$ cat config.mk
export PLATFORM = sky130hd
export DESIGN_NAME = cpc_bus_master
export DESIGN_NICKNAME = d
export VERILOG_FILES = /design/src/rtl/cpc_bus_master.sv
export SDC_FILE = /design/constraint.sdc
export NUM_CORES = 1
export LEC_CHECK = 0
export ABC_AREA = 1
export CAP_MARGIN = 20
export CORE_ASPECT_RATIO = 1.4
export CORE_MARGIN = 10
export CORE_UTILIZATION = 46
export CTS_BUF_LIST = sky130_fd_sc_hd__clkbuf_4
export CTS_CLUSTER_SIZE = 25
export DETAILED_ROUTE_END_ITERATION = 8
export PLACE_DENSITY = 0.82
export SLEW_MARGIN = 20
export SYNTH_ARGS = -nofsm -noshare
export SYNTH_HDL_FRONTEND = slang
export SYNTH_SLANG_ARGS = --single-unit
$ cat constraint.sdc
create_clock -name CLK -period 2.2 [get_ports CLK]
set_clock_uncertainty 0.05 [all_clocks]
set_input_delay 0.44 -clock CLK [delete_from_list [all_inputs] [get_ports CLK]]
set_output_delay 0.44 -clock CLK [all_outputs]
set_load 0.1 [all_outputs]
$ cat src/rtl/cpc_bus_master.sv
// Host-side Z80 bus-cycle initiator for the CPC expansion connector.
// Runs one memory or I/O read/write per command with T-state strobe timing and READY wait states.
module cpc_bus_master #(
    parameter int MAX_WAIT = 15
) (
    input  logic        CLK,
    input  logic        RESET,
    input  logic        cmd_valid,
    output logic        cmd_ready,
    input  logic [1:0]  cmd_op,
    input  logic [15:0] cmd_addr,
    input  logic [7:0]  cmd_wdata,
    output logic        rsp_valid,
    output logic [7:0]  rsp_rdata,
    output logic        rsp_ramdis,
    output logic        rsp_timeout,
    output logic [15:0] A,
    output logic [7:0]  D_out,
    output logic        D_oe,
    input  logic [7:0]  D_in,
    output logic        MREQ_B,
    output logic        IOREQ_B,
    output logic        RD_B,
    output logic        WR_B,
    output logic        M1_B,
    output logic        RFSH_B,
    input  logic        READY,
    input  logic        RAMDIS
);

    localparam logic [2:0] S_IDLE = 3'd0;
    localparam logic [2:0] S_T1   = 3'd1;
    localparam logic [2:0] S_T2   = 3'd2;
    localparam logic [2:0] S_TWA  = 3'd3;
    localparam logic [2:0] S_TW   = 3'd4;
    localparam logic [2:0] S_T3   = 3'd5;

    localparam logic [7:0] MAX_W = 8'(MAX_WAIT);

    logic [2:0]  state_q, state_d;
    logic [1:0]  op_q, op_d;
    logic [7:0]  wcnt_q, wcnt_d;
    logic        tmo_q, tmo_d;
    logic [15:0] a_q, a_d;
    logic [7:0]  dout_q, dout_d;
    logic        doe_q, doe_d;
    logic        mreq_q, mreq_d;
    logic        ioreq_q, ioreq_d;
    logic        rd_q, rd_d;
    logic        wr_q, wr_d;
    logic        ready_q, ready_d;
    logic        rsp_valid_q, rsp_valid_d;
    logic [7:0]  rsp_rdata_q, rsp_rdata_d;
    logic        rsp_ramdis_q, rsp_ramdis_d;
    logic        rsp_timeout_q, rsp_timeout_d;

    logic sample_ready;
    logic is_mem, is_write, busy, late_phase, io_phase;

    always_comb begin
        state_d       = state_q;
        op_d          = op_q;
        wcnt_d        = wcnt_q;
        tmo_d         = tmo_q;
        a_d           = a_q;
        dout_d        = dout_q;
        rsp_valid_d   = 1'b0;
        rsp_rdata_d   = rsp_rdata_q;
        rsp_ramdis_d  = rsp_ramdis_q;
        rsp_timeout_d = rsp_timeout_q;
        sample_ready  = 1'b0;

        case (state_q)
            S_IDLE: begin
                if (cmd_valid) begin
                    state_d = S_T1;
                    op_d    = cmd_op;
                    a_d     = cmd_addr;
                    dout_d  = cmd_wdata;
                    wcnt_d  = 8'd0;
                    tmo_d   = 1'b0;
                end
            end
            S_T1:  state_d = S_T2;
            // I/O cycles always insert TWA before READY is looked at
            S_T2: begin
                if (op_q[1]) state_d = S_TWA;
                else         sample_ready = 1'b1;
            end
            S_TWA, S_TW: sample_ready = 1'b1;
            S_T3: begin
                state_d       = S_IDLE;
                rsp_valid_d   = 1'b1;
                rsp_timeout_d = tmo_q;
                if (op_q[0])    rsp_rdata_d = 8'h00;
                else if (tmo_q) rsp_rdata_d = 8'hFF;
                else            rsp_rdata_d = D_in;
                rsp_ramdis_d  = (op_q == 2'b00) ? RAMDIS : 1'b0;
            end
            default: state_d = S_IDLE;
        endcase

        if (sample_ready) begin
            if (READY) begin
                state_d = S_T3;
            end else if (wcnt_q >= MAX_W) begin
                state_d = S_T3;
                tmo_d   = 1'b1;
            end else begin
                state_d = S_TW;
                wcnt_d  = wcnt_q + 8'd1;
            end
        end

        // Strobes are registered, so they are decoded from where the FSM is going
        is_mem     = ~op_d[1];
        is_write   = op_d[0];
        busy       = (state_d != S_IDLE);
        late_phase = (state_d == S_T2) || (state_d == S_TW) || (state_d == S_T3);
        io_phase   = late_phase || (state_d == S_TWA);

        mreq_d  = ~(is_mem & busy);
        ioreq_d = ~(~is_mem & io_phase);
        rd_d    = ~(~is_write & (is_mem ? busy : io_phase));
        wr_d    = ~(is_write & (is_mem ? late_phase : io_phase));
        doe_d   = is_write & busy;
        ready_d = ~busy;
    end

    always_ff @(posedge CLK or posedge RESET) begin
        if (RESET) begin
            state_q       <= S_IDLE;
            op_q          <= 2'b00;
            wcnt_q        <= 8'd0;
            tmo_q         <= 1'b0;
            a_q           <= 16'h0000;
            dout_q        <= 8'h00;
            doe_q         <= 1'b0;
            mreq_q        <= 1'b1;
            ioreq_q       <= 1'b1;
            rd_q          <= 1'b1;
            wr_q          <= 1'b1;
            ready_q       <= 1'b1;
            rsp_valid_q   <= 1'b0;
            rsp_rdata_q   <= 8'h00;
            rsp_ramdis_q  <= 1'b0;
            rsp_timeout_q <= 1'b0;
        end else begin
            state_q       <= state_d;
            op_q          <= op_d;
            wcnt_q        <= wcnt_d;
            tmo_q         <= tmo_d;
            a_q           <= a_d;
            dout_q        <= dout_d;
            doe_q         <= doe_d;
            mreq_q        <= mreq_d;
            ioreq_q       <= ioreq_d;
            rd_q          <= rd_d;
            wr_q          <= wr_d;
            ready_q       <= ready_d;
            rsp_valid_q   <= rsp_valid_d;
            rsp_rdata_q   <= rsp_rdata_d;
            rsp_ramdis_q  <= rsp_ramdis_d;
            rsp_timeout_q <= rsp_timeout_d;
        end
    end

    assign cmd_ready   = ready_q;
    assign rsp_valid   = rsp_valid_q;
    assign rsp_rdata   = rsp_rdata_q;
    assign rsp_ramdis  = rsp_ramdis_q;
    assign rsp_timeout = rsp_timeout_q;
    assign A           = a_q;
    assign D_out       = dout_q;
    assign D_oe        = doe_q;
    assign MREQ_B      = mreq_q;
    assign IOREQ_B     = ioreq_q;
    assign RD_B        = rd_q;
    assign WR_B        = wr_q;
    assign M1_B        = 1'b1;
    assign RFSH_B      = 1'b1;

endmodule

==> impl_metrics.json <==
{
  "status": "finished, final reports clean",
  "crit_fanout": 1,
  "synth_adder_area_share": 0.00549,
  "synth_compound_area_frac": 0.0659,
  "whs_ns": 0.312,
  "vias": 1873,
  "avgSynthCellArea_um2": 8.84,
  "fin_setup_tns_ns": 0,
  "core_area_um2": 4840,
  "grt_pass1_vias": 1930,
  "slowest_stage": "dfstp_2",
  "synth_top_family_by_area": "simple AND/OR/NAND/NOR gates",
  "r2r_slack_ns": 0.58,
  "fp.dieW_um": 79.5,
  "gp_congestion": 0.820,
  "cts_sinks": 55,
  "drt-total-wl_um": 5250,
  "dp_hpwl_um": 4180,
  "slew_violations": 0,
  "endpoint_kind": "output pin",
  "cts.root.buffer_cell": "clkbuf_4",
  "fmax_mhz": 594,
  "grt_max_degree": 24,
  "rows": 30,
  "clock_tree.buffer_depth": 2,
  "min_path_type": "in2async",
  "synth_area_um2": 2280,
  "layout_commonest_cell": "nand2_1",
  "post_drt_wl_per_cell_um": 13.0,
  "syn_to_final_growth_pct": 36.9,
  "fin_crit_sh": 0.765,
  "vias_per_cell": 4.62,
  "grt_usage": 0.132,
  "synth_seq_cells": 55,
  "worstRegToRegCells": 7,
  "yosysWarnings": 0,
  "yosysSeqAreaShare": 0.606,
  "crit_path_cell_trace": "buf_4",
  "design.die.area_um2": 8210,
  "postRouteAntennaNets": 0,
  "critPathArrivalTime_ns": 1.19,
  "finalInstanceArea_um2": 3120,
  "worstSetupPathType": "reg2out",
  "cts_tree": "done",
  "start_util": 0.471,
  "fill_cells": 429,
  "synth-xor-area-share": 0.00384,
  "yosysTopAreaCell": "dfrtp_1",
  "rsz0062_at_grt": "false",
  "crit_family": "flip-flops",
  "dieHeight_um": 103,
  "cts_resized": 0,
  "cp.required_ns": 1.71,
  "r2r_start": "wcnt_q[0]$_DFF_PP0_",
  "clk_pin_slew_ns": 0.15,
  "antenna_found_initial": 0,
  "cpPeakStageDelay_ns": 0.55,
  "start_kind": "flop",
  "drive_gt1_frac": 0.214,
  "globalRouteOverflowTotal": 0,
  "diodes": 0,
  "io_pins": 82,
  "first_pass_iters": 4,
  "final_cell_mix": "nand2_1, dfrtp_1, buf_4, clkdlybuf4s50_1, inv_1",
  "htreeDepth": 2,
  "clock_latency_ns": 0.37,
  "cts_hold_buf": 0,
  "synth_cells": 258,
  "synthMuxAreaShare": 0,
  "post_cts_buffers": 0,
  "crit_buf_inv": 1,
  "grt_pass1_wl_um": 8790,
  "cap_violations": 0,
  "finalSetupViolations": 0,
  "period_needed_ns": 1.68,
  "synthDistinctLibCells": 24,
  "synth_top_area_frac": 0.549,
  "numCtsBuffers": 5,
  "synth_area_leaders": "dfrtp_1, nand2_1, dfstp_2",
  "io_buffers": 79,
  "drt_iter0_drc": 108,
  "r2r_end": "wcnt_q[0]$_DFF_PP0_",
  "hold_viol": 0,
  "placed_cell_area_um2": 3040,
  "yosys.area_share.simple": 0.240,
  "drc_errors": 0,
  "fin_nets": 380
}
-- routing by layer --
layer,global-route usage,wire [um],vias to the layer above
met2,0.231,2730,56
li1,-,-,949
met1,0.145,2040,863
met4,0.0373,59,0
met5,0,0,-
met3,0.0510,431,5
-- how the worst max path moves through the flow --
stage,start,end,slack [ns],cells after the start
global route,wcnt_q[0]$_DFF_PP0_,wcnt_q[0]$_DFF_PP0_,0.45,7
detailed placement,cmd_valid,D_out[7]$_DFFE_PP0P_,0.35,6
CTS,IOREQ_B$_DFF_PP1_,IOREQ_B,0.49,1
finish,IOREQ_B$_DFF_PP1_,IOREQ_B,0.52,1
global placement,cmd_valid,A[0]$_DFFE_PP0P_,0.41,6
floorplan,RESET,A[0]$_DFFE_PP0P_,0.38,1
-- registers in the layout, summed over array words and instances (netlist names) --
signal	cells
tmo_q	1
D_oe	1
state_q	3
op_q	2
rsp_valid	1
rsp_timeout	1
wcnt_q	8
WR_B	1
IOREQ_B	1
rsp_ramdis	1
cmd_ready	1
RD_B	1
D_out	8
rsp_rdata	8
A	16
MREQ_B	1
-- through the flow --
| step | worst slack (ns) | utilization | cells |
|---|---|---|---|
| 2_1_floorplan | 0.375 | - | 259 |
| 3_3_place_gp | 0.409 | 0.628 | 397 |
| 3_5_place_dp | 0.353 | 0.628 | 397 |
| 4_1_cts | 0.488 | 0.645 | 405 |
| 5_1_grt | 0.450 | 0.645 | 405 |
| 6_report | 0.516 | 0.645 | 405 |
-- Yosys cell counts (all sizes together) --
cell type,number
nand2,105
dfrtp,50
inv,27
nor2,21
o21ai,14
buf,10
nand3,8
o211ai,8
dfstp,5
o21bai,2
a21oi,1
clkbuf,1
clkinv,1
conb,1
ha,1
nand4,1
nor3,1
xnor2,1
-- layout make-up --
class / instances / area [um^2] / area share
clock buffers: 7 / 52.6 / 0.0168
clock inverters: 1 / 30.0 / 0.00962
inverters: 28 / 105 / 0.0337
multi-input cells: 165 / 726 / 0.232
flip-flops and latches: 55 / 1380 / 0.443
well taps: 64 / 80.1 / 0.0257
repair buffers: 85 / 746 / 0.239
-- cell families after synthesis --
kind of cell               after synthesis
AOI/OAI and AO/OA                       25
and+or+nand+nor                        136
xor gates and xnor gates                 1
other                                    1
buffers and inverters                   39
adders and majority gates                1
DFF                                     55
Power is not shown: default switching activity piles up to over one toggle a cycle in this logic, so the estimate is an artifact.
